### config.mk
export PLATFORM = sky130hd
export DESIGN_NAME = fetch_unit
export DESIGN_NICKNAME = d
export VERILOG_FILES = /design/src/rtl/fetch_pkg.sv /design/src/rtl/fetch_buf.sv /design/src/rtl/fetch_unit.sv
export SDC_FILE = /design/constraint.sdc
export NUM_CORES = 1
export LEC_CHECK = 0
export CAP_MARGIN = 20
export CORE_MARGIN = 4
export CORE_UTILIZATION = 55
export DETAILED_ROUTE_END_ITERATION = 10
export GPL_TIMING_DRIVEN = 0
export HOLD_SLACK_MARGIN = 0.1
export PLACE_DENSITY_LB_ADDON = 0.08
export SLEW_MARGIN = 25
export SYNTH_ARGS = -nofsm -noshare
export SYNTH_HDL_FRONTEND = slang
export SYNTH_SLANG_ARGS = --single-unit
export TNS_END_PERCENT = 10
### constraint.sdc
create_clock -name clk -period 5.5 [get_ports clk]
set_input_delay 0.55 -clock clk [delete_from_list [all_inputs] [get_ports clk]]
set_output_delay 0.55 -clock clk [all_outputs]
set_load 0.03 [all_outputs]
### src/rtl/fetch_pkg.sv
`default_nettype none
// ============================================================================
// Module   : fetch_pkg
// Purpose  : Shared state encoding and defaults for the URCPU fetch stage.
// Revision : 1.0 - initial release
// ============================================================================
package fetch_pkg;

    localparam int STATE_W = 3;

    localparam logic [STATE_W-1:0] S_RESET = 3'd0;
    localparam logic [STATE_W-1:0] S_FETCH = 3'd1;
    localparam logic [STATE_W-1:0] S_HOLD  = 3'd2;
    localparam logic [STATE_W-1:0] S_FLUSH = 3'd3;
    localparam logic [STATE_W-1:0] S_HALT  = 3'd4;

    localparam int RESET_PC_DEFAULT = 0;

endpackage
`default_nettype wire

### src/rtl/fetch_buf.sv
`default_nettype none
// ============================================================================
// Module   : fetch_buf
// Purpose  : Output register plus one pending entry between imem and decode.
// Revision : 1.0 - initial release
// ============================================================================
module fetch_buf #(
    parameter int ADDR_W  = 8,
    parameter int INSTR_W = 16
) (
    input  logic               clk,
    input  logic               reset,
    input  logic               flush,
    input  logic               load,
    input  logic               park,
    input  logic               ready,
    input  logic [INSTR_W-1:0] din,
    input  logic [ADDR_W-1:0]  din_pc,
    output logic [INSTR_W-1:0] instr,
    output logic [ADDR_W-1:0]  instr_pc,
    output logic               instr_valid
);

    logic [INSTR_W-1:0] r_instr;
    logic [ADDR_W-1:0]  r_instr_pc;
    logic               r_valid;
    logic [INSTR_W-1:0] r_pend_instr;
    logic [ADDR_W-1:0]  r_pend_pc;
    logic               r_pend_valid;

    always_ff @(posedge clk or negedge reset) begin
        if (!reset) begin
            r_instr      <= '0;
            r_instr_pc   <= '0;
            r_valid      <= 1'b0;
            r_pend_instr <= '0;
            r_pend_pc    <= '0;
            r_pend_valid <= 1'b0;
        end else if (flush) begin
            r_valid      <= 1'b0;
            r_pend_valid <= 1'b0;
        end else begin
            if (load) begin
                r_instr    <= din;
                r_instr_pc <= din_pc;
                r_valid    <= 1'b1;
            end else if (r_pend_valid && ready) begin
                r_instr      <= r_pend_instr;
                r_instr_pc   <= r_pend_pc;
                r_valid      <= 1'b1;
                r_pend_valid <= 1'b0;
            end else if (r_valid && ready) begin
                r_valid <= 1'b0;
            end
            // park only happens while the output is stalled, so it never races a drain
            if (park) begin
                r_pend_instr <= din;
                r_pend_pc    <= din_pc;
                r_pend_valid <= 1'b1;
            end
        end
    end

    assign instr       = r_instr;
    assign instr_pc    = r_instr_pc;
    assign instr_valid = r_valid;

endmodule
`default_nettype wire

### src/rtl/fetch_unit.sv
`default_nettype none
// ============================================================================
// Module   : fetch_unit
// Purpose  : URCPU fetch stage - PC, imem req/ack master, decode handoff.
// Revision : 1.0 - initial release
// ============================================================================
module fetch_unit
    import fetch_pkg::*;
#(
    parameter int ADDR_W   = 8,
    parameter int INSTR_W  = 16,
    parameter int RESET_PC = RESET_PC_DEFAULT
) (
    input  logic               clk,
    input  logic               reset,
    output logic               imem_req,
    output logic [ADDR_W-1:0]  imem_addr,
    input  logic               imem_ack,
    input  logic [INSTR_W-1:0] imem_rdata,
    output logic [INSTR_W-1:0] instr,
    output logic [ADDR_W-1:0]  instr_pc,
    output logic               instr_valid,
    input  logic               instr_ready,
    input  logic               redirect,
    input  logic [ADDR_W-1:0]  redirect_pc,
    input  logic               halt,
    output logic               busy
);

    localparam logic [ADDR_W-1:0] c_reset_pc = ADDR_W'(RESET_PC);

    logic [STATE_W-1:0] r_state;
    logic [STATE_W-1:0] w_state_nxt;
    logic [ADDR_W-1:0]  r_pc;
    logic [ADDR_W-1:0]  w_pc_nxt;
    logic               r_req;
    logic               w_req_nxt;
    logic [ADDR_W-1:0]  r_addr;
    logic [ADDR_W-1:0]  w_addr_nxt;
    logic               w_ack;
    logic               w_can_load;
    logic               w_load;
    logic               w_park;

    assign w_ack      = imem_ack && r_req;
    assign w_can_load = !instr_valid || instr_ready;

    always_ff @(posedge clk or negedge reset) begin
        if (!reset) begin
            r_state <= S_RESET;
        end else begin
            r_state <= w_state_nxt;
        end
    end

    always_comb begin
        w_state_nxt = r_state;
        w_pc_nxt    = r_pc;
        case (r_state)
            S_RESET: w_state_nxt = halt ? S_HALT : S_FETCH;
            S_FETCH: begin
                if (w_ack) begin
                    w_pc_nxt    = r_pc + ADDR_W'(1);
                    w_state_nxt = !w_can_load ? S_HOLD : (halt ? S_HALT : S_FETCH);
                end else if (!r_req && halt) begin
                    w_state_nxt = S_HALT;
                end
            end
            S_HOLD:  if (instr_ready) w_state_nxt = halt ? S_HALT : S_FETCH;
            S_FLUSH: if (w_ack) w_state_nxt = halt ? S_HALT : S_FETCH;
            S_HALT:  if (!halt) w_state_nxt = S_FETCH;
            default: w_state_nxt = S_RESET;
        endcase
        // an in-flight request must still be retired, so it goes through FLUSH
        if (redirect) begin
            w_pc_nxt    = redirect_pc;
            w_state_nxt = (r_req && !w_ack) ? S_FLUSH : (halt ? S_HALT : S_FETCH);
        end
    end

    always_comb begin
        w_req_nxt  = (w_state_nxt == S_FLUSH) ||
                     ((w_state_nxt == S_FETCH) && (r_state != S_RESET));
        w_addr_nxt = (w_state_nxt == S_FLUSH) ? r_addr : w_pc_nxt;
        w_load     = (r_state == S_FETCH) && w_ack && w_can_load && !redirect;
        w_park     = (r_state == S_FETCH) && w_ack && !w_can_load && !redirect;
    end

    always_ff @(posedge clk or negedge reset) begin
        if (!reset) begin
            r_pc   <= c_reset_pc;
            r_req  <= 1'b0;
            r_addr <= c_reset_pc;
        end else begin
            r_pc   <= w_pc_nxt;
            r_req  <= w_req_nxt;
            r_addr <= w_addr_nxt;
        end
    end

    fetch_buf #(
        .ADDR_W  (ADDR_W),
        .INSTR_W (INSTR_W)
    ) u_buf (
        .clk         (clk),
        .reset       (reset),
        .flush       (redirect),
        .load        (w_load),
        .park        (w_park),
        .ready       (instr_ready),
        .din         (imem_rdata),
        .din_pc      (r_pc),
        .instr       (instr),
        .instr_pc    (instr_pc),
        .instr_valid (instr_valid)
    );

    assign imem_req  = r_req;
    assign imem_addr = r_addr;
    assign busy      = r_req;

endmodule
`default_nettype wire
Word-level counts from Yosys, hierarchy flattened. Index checks and enable logic that the tools add are counted.

Bits in registers: 70. Bits of input ports: 30. Output and inout port bits: 35. Word-level logic and storage cells: 70.

$add $sub $neg: 1. Equality and inequality tests: 7. Multiplexer cells: 25. Bitwise gates (word level): 1. Reduce and logical (&&, ||, !) cells: 26.

Operators by type and width (number): $mux 8 (5); $mux 16 (2); $mux 3 (9); $pmux 3 s5 (1); $logic_and 1x1->1 (11); $eq 3x2->1 const B (3); $add 8x1->8 const B (1); $mux 1 (8); $eq 3x1->1 const B (2); $reduce_and 2->1 (3); $reduce_bool 3->1 (2); $logic_not 1->1 (5); $reduce_bool 4->1 (1); $eq 3x3->1 const B (1); $logic_not 3->1 (1); $ne 3x3->1 const B (1); $logic_or 1x1->1 (2); $reduce_bool 2->1 (1); $not 1->1 (1).

Longest topological paths before layout. Gate-level depths: netlist of run 1.

Depth after elaboration: 9. Mapped depth: 9. Gate-level depth less buffers: 6.

Cells and area by module. A second synthesis of run 1 with hierarchy kept.

Cells, all modules: 244. Area total of the unflattened synthesis: 3299.4 um2.

Modules (own cells, without submodules): fetch_buf (instances 1, cells each 138, area each 2202.1 um2, sequential area each 1251.2 um2); fetch_unit (instances 1, cells each 106, area each 1097.3 um2, sequential area each 500.5 um2).

Worst setup path before layout of run 1. Ideal clock, no wire load.

Path kind: reg2reg. Start point: reg r_req, in the netlist busy. End point: reg r_addr[0], in the netlist imem_addr[0]. Setup time: 125 ps. Data arrival time: 2024 ps. Data required time: 5375 ps. Setup slack: 3352 ps. Stages on the path, launching flop included: 8. Path buffers: 2. Period minus slack after synthesis: 2148 ps. Cells stage by stage: dfrtp_1 clkbuf_1 nand2_1 or3_1 a21boi_2 o32a_2 buf_6 mux2_2.

Cells in the longest elaborated chain, start to end: 7. Elaborated cells between the ends (all ways): 15. Those cells by class: 1 x eq/ne; 9 x mux; 5 x reduce/logical.

Ends and longest elaborated chain: from (decl) (line fetch_unit.sv:36) `logic r_req;`; from (signal assigned) (line fetch_unit.sv:96) `r_req <= w_req_nxt;`; $logic_not 1->1 (line fetch_unit.sv:65) `end else if (!r_req && halt) begin`; $logic_and 1x1->1 (line fetch_unit.sv:65); $mux 3 (line fetch_unit.sv:65); $mux 3 (line fetch_unit.sv:62) `if (w_ack) begin`; $pmux 3 s5 (line fetch_unit.sv:59) `case (r_state)`; $mux 3 (line fetch_unit.sv:75) `if (redirect) begin`; $eq 3x2->1 (line fetch_unit.sv:84) `w_addr_nxt = (w_state_nxt == S_FLUSH) ? r_addr : w_pc_nxt;`; to (signal assigned) (line fetch_unit.sv:93) `r_addr <= c_reset_pc;`; to (signal assigned) (line fetch_unit.sv:97) `r_addr <= w_addr_nxt;`; to (decl) (line fetch_unit.sv:38) `logic [ADDR_W-1:0] r_addr;`.

Several ways; a longest one is shown, not always the timed one. A chain may end at the register's enable or synchronous reset.

Worst setup path in the final report of run 1.
Start point: in imem_ack. End point: reg r_addr[1], in the netlist imem_addr[1].

Cells in the longest elaborated chain, start to end: 6. Elaborated cells between the ends (all ways): 12. Those cells by class: 1 x eq/ne; 8 x mux; 3 x reduce/logical.

Ends and longest elaborated chain: from (decl) (line fetch_unit.sv:18) `input logic imem_ack,`; $logic_and 1x1->1 (*) (line fetch_unit.sv:45) `assign w_ack = imem_ack && r_req;`; branches (longest 5 deep; another with $pmux 3 s5).

Mark *: on every way between the ends.

==> impl_metrics.toml, run 1 <==
[setup_path]
end_kind = "flop"
r2r_cells = 7
cp_data_required_time_ps = 5730
endpoint = "imem_addr[1]$_DFFE_PN0P_"
crit_arrival_ps = 2580
reg2reg_slack_ps = 3210
r2r_start = "r_state[1]$_DFF_PN0_"
r2r-end = "imem_addr[1]$_DFFE_PN0P_"
cp_max_fo = 8
cp-startpoint = "imem_ack"
crit_type = "input port to flop"
crit_path_start_kind = "input port"

[final_layout]
mostFrequentLayoutCells = "70 x dfrtp_1, 62 x clkdlybuf4s50_1, 38 x nand2_1"
finalInstanceArea_sq_mm = 0.004098
fillers = 408
antenna_cells = 0
layout_commonest_cell = "dfrtp_1"
area.sequential_sq_mm = 0.001752
nets = 384
multi_input_area_sq_mm = 0.001319
area_delta_synth_final_pct = 28.23
drive_gt1_share_pct = 18.21

[clock_tree]
htree_num_levels = 3
clockRootBuffer = "clkbuf_8"
cts_setup_buffers = 0
cts_tree = "built"
cts_buffers = 9
clkTransAtPathRegs_ps = 80
cts_resized = 0
cts_hold_buf = 0
clk_latency_ps = 350
cts_buffer_depth = 2
cts.sink_count = 70

[grt]
grt_max_degree = 44
grt_util_met2_pct = 30.85
grt_pass1_wl_mm = 11.41
antenna_found_initial = 0
grt_use_met3_pct = 7.262
grt_busiest_layer = "met2"
grt_pass1_vias = 2352
grt.overflow.total = 0
gr-usage-all-layers_pct = 20.49
use_met1_pct = 27.50

[yosys]
ys_async_sr_fraction_pct = 100.0
yosys-mux-area-fraction_pct = 19.11
synthesis.nets = 309
synth_fa_ha_area_share_pct = 0.3915
ys_ff_latch = 70
synth_xor_area_share_pct = 1.919
synth_top_family_by_area = "multiplexers"
yosysSeqAreaShare_pct = 54.82
synth_area_sq_mm = 0.003196
synth_edf_count = 0
synth.distinct_cells = 36
yosysWarningCount = 0
synth_compound_area_share_pct = 8.810
synth_simple_gate_area_share_pct = 11.04
synthFlopType = "dfrtp_1"
postSynthAreaPerCell_sq_um = 11.49
netlist_instances = 278

[floorplanning]
die_w_microns = 84.23
rows = 27
ios = 65
dieArea_sq_mm = 0.007094
core_area_sq_mm = 0.005574
initial_core_util_pct = 57.33
die_h_microns = 84.23

[power_and_ir_drop]
p_leak_uw = 0.001941
power_uw = 1484
ir_drop_mv = 0.2361
power_density_mw_per_mm2 = 362.0

[sta]
final-setup-viol-count = 0
post-route-min-period_ps = 2350
whs_ps = 115.4
timing.setup.tns_ps = 0
finalWorstSetupSlack_ps = 3150
max_slew_margin_pct = 50.39
rsz0062_at_grt = "false"
max_freq_mhz = 425.5
hold_viol = 0
fin_crit_sh_pct = 42.73
drv_slew = 0
fin_skew_ps = 8.676
worstMarginPinSlew_ps = 744.1

[place]
placed_area_sq_mm = 0.003934
gp_congestion = 0.8423
portBuffers = 63
pre_cts_slack_ps = 2776
dp_hpwl_mm = 4.740

[min_path]
hold_class = "input port to asynchronous set/reset pin"

[route]
ant_nets = 0
routed_wl_mm = 6.641
first_iter_violations = 134
avgViaCountPerCell = 5.408
wl_per_cell_microns = 15.48
drc_errors = 0
firstDrtPassIters = 4
vias = 2320

[flow_run]
max-cap-violations = 0

[run_status]
status = "complete, no violations"
==> state kept, by name (all words and copies together), names as in the netlist <==
register	count
u_buf.r_pend_valid	1
u_buf.instr_valid	1
r_state	3
u_buf.r_pend_instr	16
u_buf.r_pend_pc	8
r_pc	8
u_buf.instr	16
busy	1
u_buf.instr_pc	8
imem_addr	8
==> power by group <==
| part | leakage [uW] | switching, uW | internal (uW) |
|---|---|---|---|
| combinational | 0.000933 | 266 | 212 |
| clock | 0.0000848 | 189 | 160 |
| sequential | 0.000923 | 57.2 | 599 |
==> through the flow <==
stage               std cells  utilization, %
global route              429           73.51
global placement          413           70.26
detailed placement        414           70.57
floorplan                 278               -
CTS                       429           73.51
finish                    429           73.51
==> synthesized netlist by cell type (2+ instances only) <==
master	n	area, sq um
nor4_1	2	12.51
clkbuf_1	8	30.03
nor3_1	3	15.01
nand3_1	4	20.02
nand2_1	38	142.6
inv_1	3	11.26
and2_1	2	12.51
o21ai_0	36	180.2
nand2b_1	2	12.51
a2bb2oi_1	2	17.52
or3_1	3	18.77
nor2b_1	4	25.02
mux2_2	32	360.4
or2_2	2	12.51
a21oi_1	4	20.02
xnor2_1	7	61.31
buf_2	4	20.02
nor2_1	7	26.28
dfrtp_1	70	1752
buf_6	5	56.30
mux2i_1	25	250.2
==> logic make-up after synthesis <==
logic type / Yosys count
adder cells (fa/ha/maj): 1
multiplexers: 57
AND/OR/NAND/NOR: 73
flip-flops: 70
AO/OA/AOI/OAI: 49
buffers and inverters: 21
XOR/XNOR: 7
==> layer usage <==
metal,vias to the layer above,wire length (microns)
li1,1117,-
met1,1146,3135
met2,50,3077
met3,7,358
met4,0,69
met5,-,0
==> cell type report <==
type,instances,share of cell area [%]
plain buffers,18,2.779
clock buffers,9,3.023
clock inverters,6,0.9771
inverters,3,0.2748
multi-input cells,187,32.18
flip-flops and latches,70,42.75
well taps,72,2.198
repair buffers,64,15.82
==> critical path, cell delays in order <==
cell             delay, ps
clkdlybuf4s50_1        630
nand2_1                160
or3_1                  370
a21oi_1                200
o32a_2                 180
buf_6                  140
mux2_2                 350
==> worst min path at each step <==
stage | from | endpoint | slack [ps] | cells past startpoint
final | reset | u_buf.r_pend_instr[2]$_DFFE_PN0P_ | 120 | 1
after global routing | reset | u_buf.instr[4]$_DFFE_PN0P_ | 120 | 1
after CTS | reset | u_buf.r_pend_instr[2]$_DFFE_PN0P_ | 110 | 1
after detailed placement | reset | r_state[2]$_DFF_PN0_ | 490 | 1
after global placement | u_buf.r_pend_pc[4]$_DFFE_PN0P_ | u_buf.r_pend_pc[4]$_DFFE_PN0P_ | 490 | 1
after floorplan | reset | busy$_DFF_PN0_ | 250 | 0
(Power assumes the default switching activity.)
==> run 2, diff against run 1 <==
CORE_UTILIZATION = 46   (was 55)
clock period = 1.95 ns   (was 5.5 ns; I/O delays follow)
==> run 2 against run 1 <==
  * The run now ends with negative setup slack left
  * Power increased to 3.0 times the previous value
  * Via count increased by 1.5%
  * Die area increased by 18%
  * Count of clock-buffer cells in the layout increased by 1
  * Combinational power increased to 2.9 times the previous value
  * Largest power group unchanged
==> impl_metrics.toml, run 2 (synthesis results as in run 1) <==
[grt]
grt_pass1_vias = 2439
grt_max_degree = 52
grt_pass1_wl_mm = 12.30
grt.overflow.total = 0
gr-usage-all-layers_pct = 18.53
antenna_found_initial = 0

[clock_tree]
htree_num_levels = 3
cts_buffers = 9
cts_buffer_depth = 2
clkTransAtPathRegs_ps = 80
clockRootBuffer = "clkbuf_8"
cts_tree = "built"
clk_latency_ps = 340
cts.sink_count = 70

[power_and_ir_drop]
power_density_mw_per_mm2 = 1038
ir_drop_mv = 0.6936
p_leak_uw = 0.002035

[route]
drc_errors = 0
firstDrtPassIters = 4
vias = 2355
met1Wirelength_mm = 3.387
routed_wl_mm = 7.198
top_layer = "met4"
route.met3.wl_microns = 341
avgViaCountPerCell = 5.328
ant_nets = 0
first_iter_violations = 159
route.met2.wl_mm = 3.349
wl_per_cell_microns = 16.29

[place]
portBuffers = 63
pre_cts_slack_ps = -487.6
gp_congestion = 0.7845
dp_hpwl_mm = 4.740
dp.cells = 422

[floorplanning]
rows = 30
ios = 65
core_area_sq_mm = 0.006756
die_h_microns = 91.35
dieArea_sq_mm = 0.008344
die_w_microns = 91.35
initial_core_util_pct = 47.30

[sta]
max_freq_mhz = 491.2
finalWorstSetupSlack_ps = -85.67
worstMarginPinSlew_ps = 510.4
post-route-min-period_ps = 2036
max_slew_margin_pct = 65.98
fin_skew_ps = 11.38
final-setup-viol-count = 29
rsz0062_at_grt = "true"
hold_viol = 0
fin_crit_sh_pct = 104.4
drv_slew = 0

[setup_path]
r2r_cells = 5
cp_data_required_time_ps = 2170
crit_type = "flop to flop"
crit_arrival_ps = 2260
worstPathBufferInverterCount = 0
cp_max_fo = 8
end_kind = "flop"
crit_slowest_cell = "or3b_4"
reg2reg_slack_ps = -90
cp_top_family = "simple AND/OR/NAND/NOR gates"
crit_chain = "or3b_4, or3_4, a21boi_2, o32a_4, mux2_4"
r2r_start = "r_state[1]$_DFF_PN0_"
cp_slowest_stage_delay_ps = 430
cp.depth = 5
r2r-end = "imem_addr[4]$_DFFE_PN0P_"
crit_path_start_kind = "flop"

[final_layout]
layout_commonest_cell = "dfrtp_1"
drive_gt1_share_pct = 22.65
mostFrequentLayoutCells = "70 x dfrtp_1, 62 x clkdlybuf4s50_1, 37 x nand2_1"
final_cells = 442
fillers = 566
area_delta_synth_final_pct = 34.46
nets = 388
antenna_cells = 0

[flow_run]
max-cap-violations = 0

[run_status]
status = "complete, but fails checks"
violations = "negative setup slack"

[min_path]
hold_class = "input port to asynchronous set/reset pin"
[run 2: cell count changes in the layout (fill, tap and decap cells not counted), moves of 3 or more]
cell      previous run  this run
mux2_2              32        24
mux2_4               0         8
clkbuf_2             0         3
clkbuf_1             8         3
buf_4                2         7
[run 2: per-stage QoR]
step	instance area [sq um]	hold slack [ps]	utilization [%]	power (uW)	setup TNS [ps]
3_5_place_dp	3953	108.4	58.50	3235	-19990
3_3_place_gp	3928	488.0	58.13	3210	-144370
4_1_cts	4289	273.2	63.48	4507	-5934
5_1_grt	4297	294.5	63.59	4697	-3293
2_1_floorplan	3197	-100.6	-	2593	-3222
6_report	4297	280.8	63.59	4458	-1407
[run 2: worst max-delay path by stage]
stage	start	end	slack, ps
floorplan	r_state[0]$_DFF_PN0_	imem_addr[0]$_DFFE_PN0P_	-150
global placement	reset	u_buf.r_pend_instr[13]$_DFFE_PN0P_	-1790
detailed placement	instr_ready	u_buf.instr[8]$_DFFE_PN0P_	-490
CTS	r_state[0]$_DFF_PN0_	imem_addr[4]$_DFFE_PN0P_	-220
global route	r_state[1]$_DFF_PN0_	imem_addr[4]$_DFFE_PN0P_	-160
finish	r_state[1]$_DFF_PN0_	imem_addr[4]$_DFFE_PN0P_	-90
[run 2: metal layers]
metal  GRT usage [%]  vias up
li1                -     1126
met1           25.61     1163
met2           28.14       56
met3           4.722       10
met4           6.910        0
met5               0        -
[run 2: layout make-up]
class	instances	area, sq um	share of cell area (%)
plain buffers	15	111.4	2.592
clock inverters	6	68.82	1.602
multi-input cells	187	1393	32.41
clock buffers	10	137.6	3.203
repair buffers	71	723.2	16.83
flip-flops and latches	70	1752	40.77
well taps	80	100.1	2.330
inverters	3	11.26	0.2621
[run 2: power breakdown]
part / switching (uW) / total, uW / internal (uW)
Combinational: 770 / 1400 / 630
Sequential: 157 / 1850 / 1690
Clock: 578 / 1210 / 635
Total: 1500 / 4460 / 2950
[run 2: worst register-to-register path, cell delays in order, from the launching register on]
cell and delay [ps]:
dfrtp_1 390, or3b_4 430, or3_4 340, a21boi_2 160, o32a_4 280, mux2_4 320
[run 2: timing repair]
item | CTS | global route
setup buffers | 5 | 0
pin swaps | 3 | 4
setup endpoints to repair | 56 | 60
hold endpoints to repair | 70 | 0
hold buffers | 1 | 0
gates resized for setup | 21 | 12
gates cloned | 1 | 0
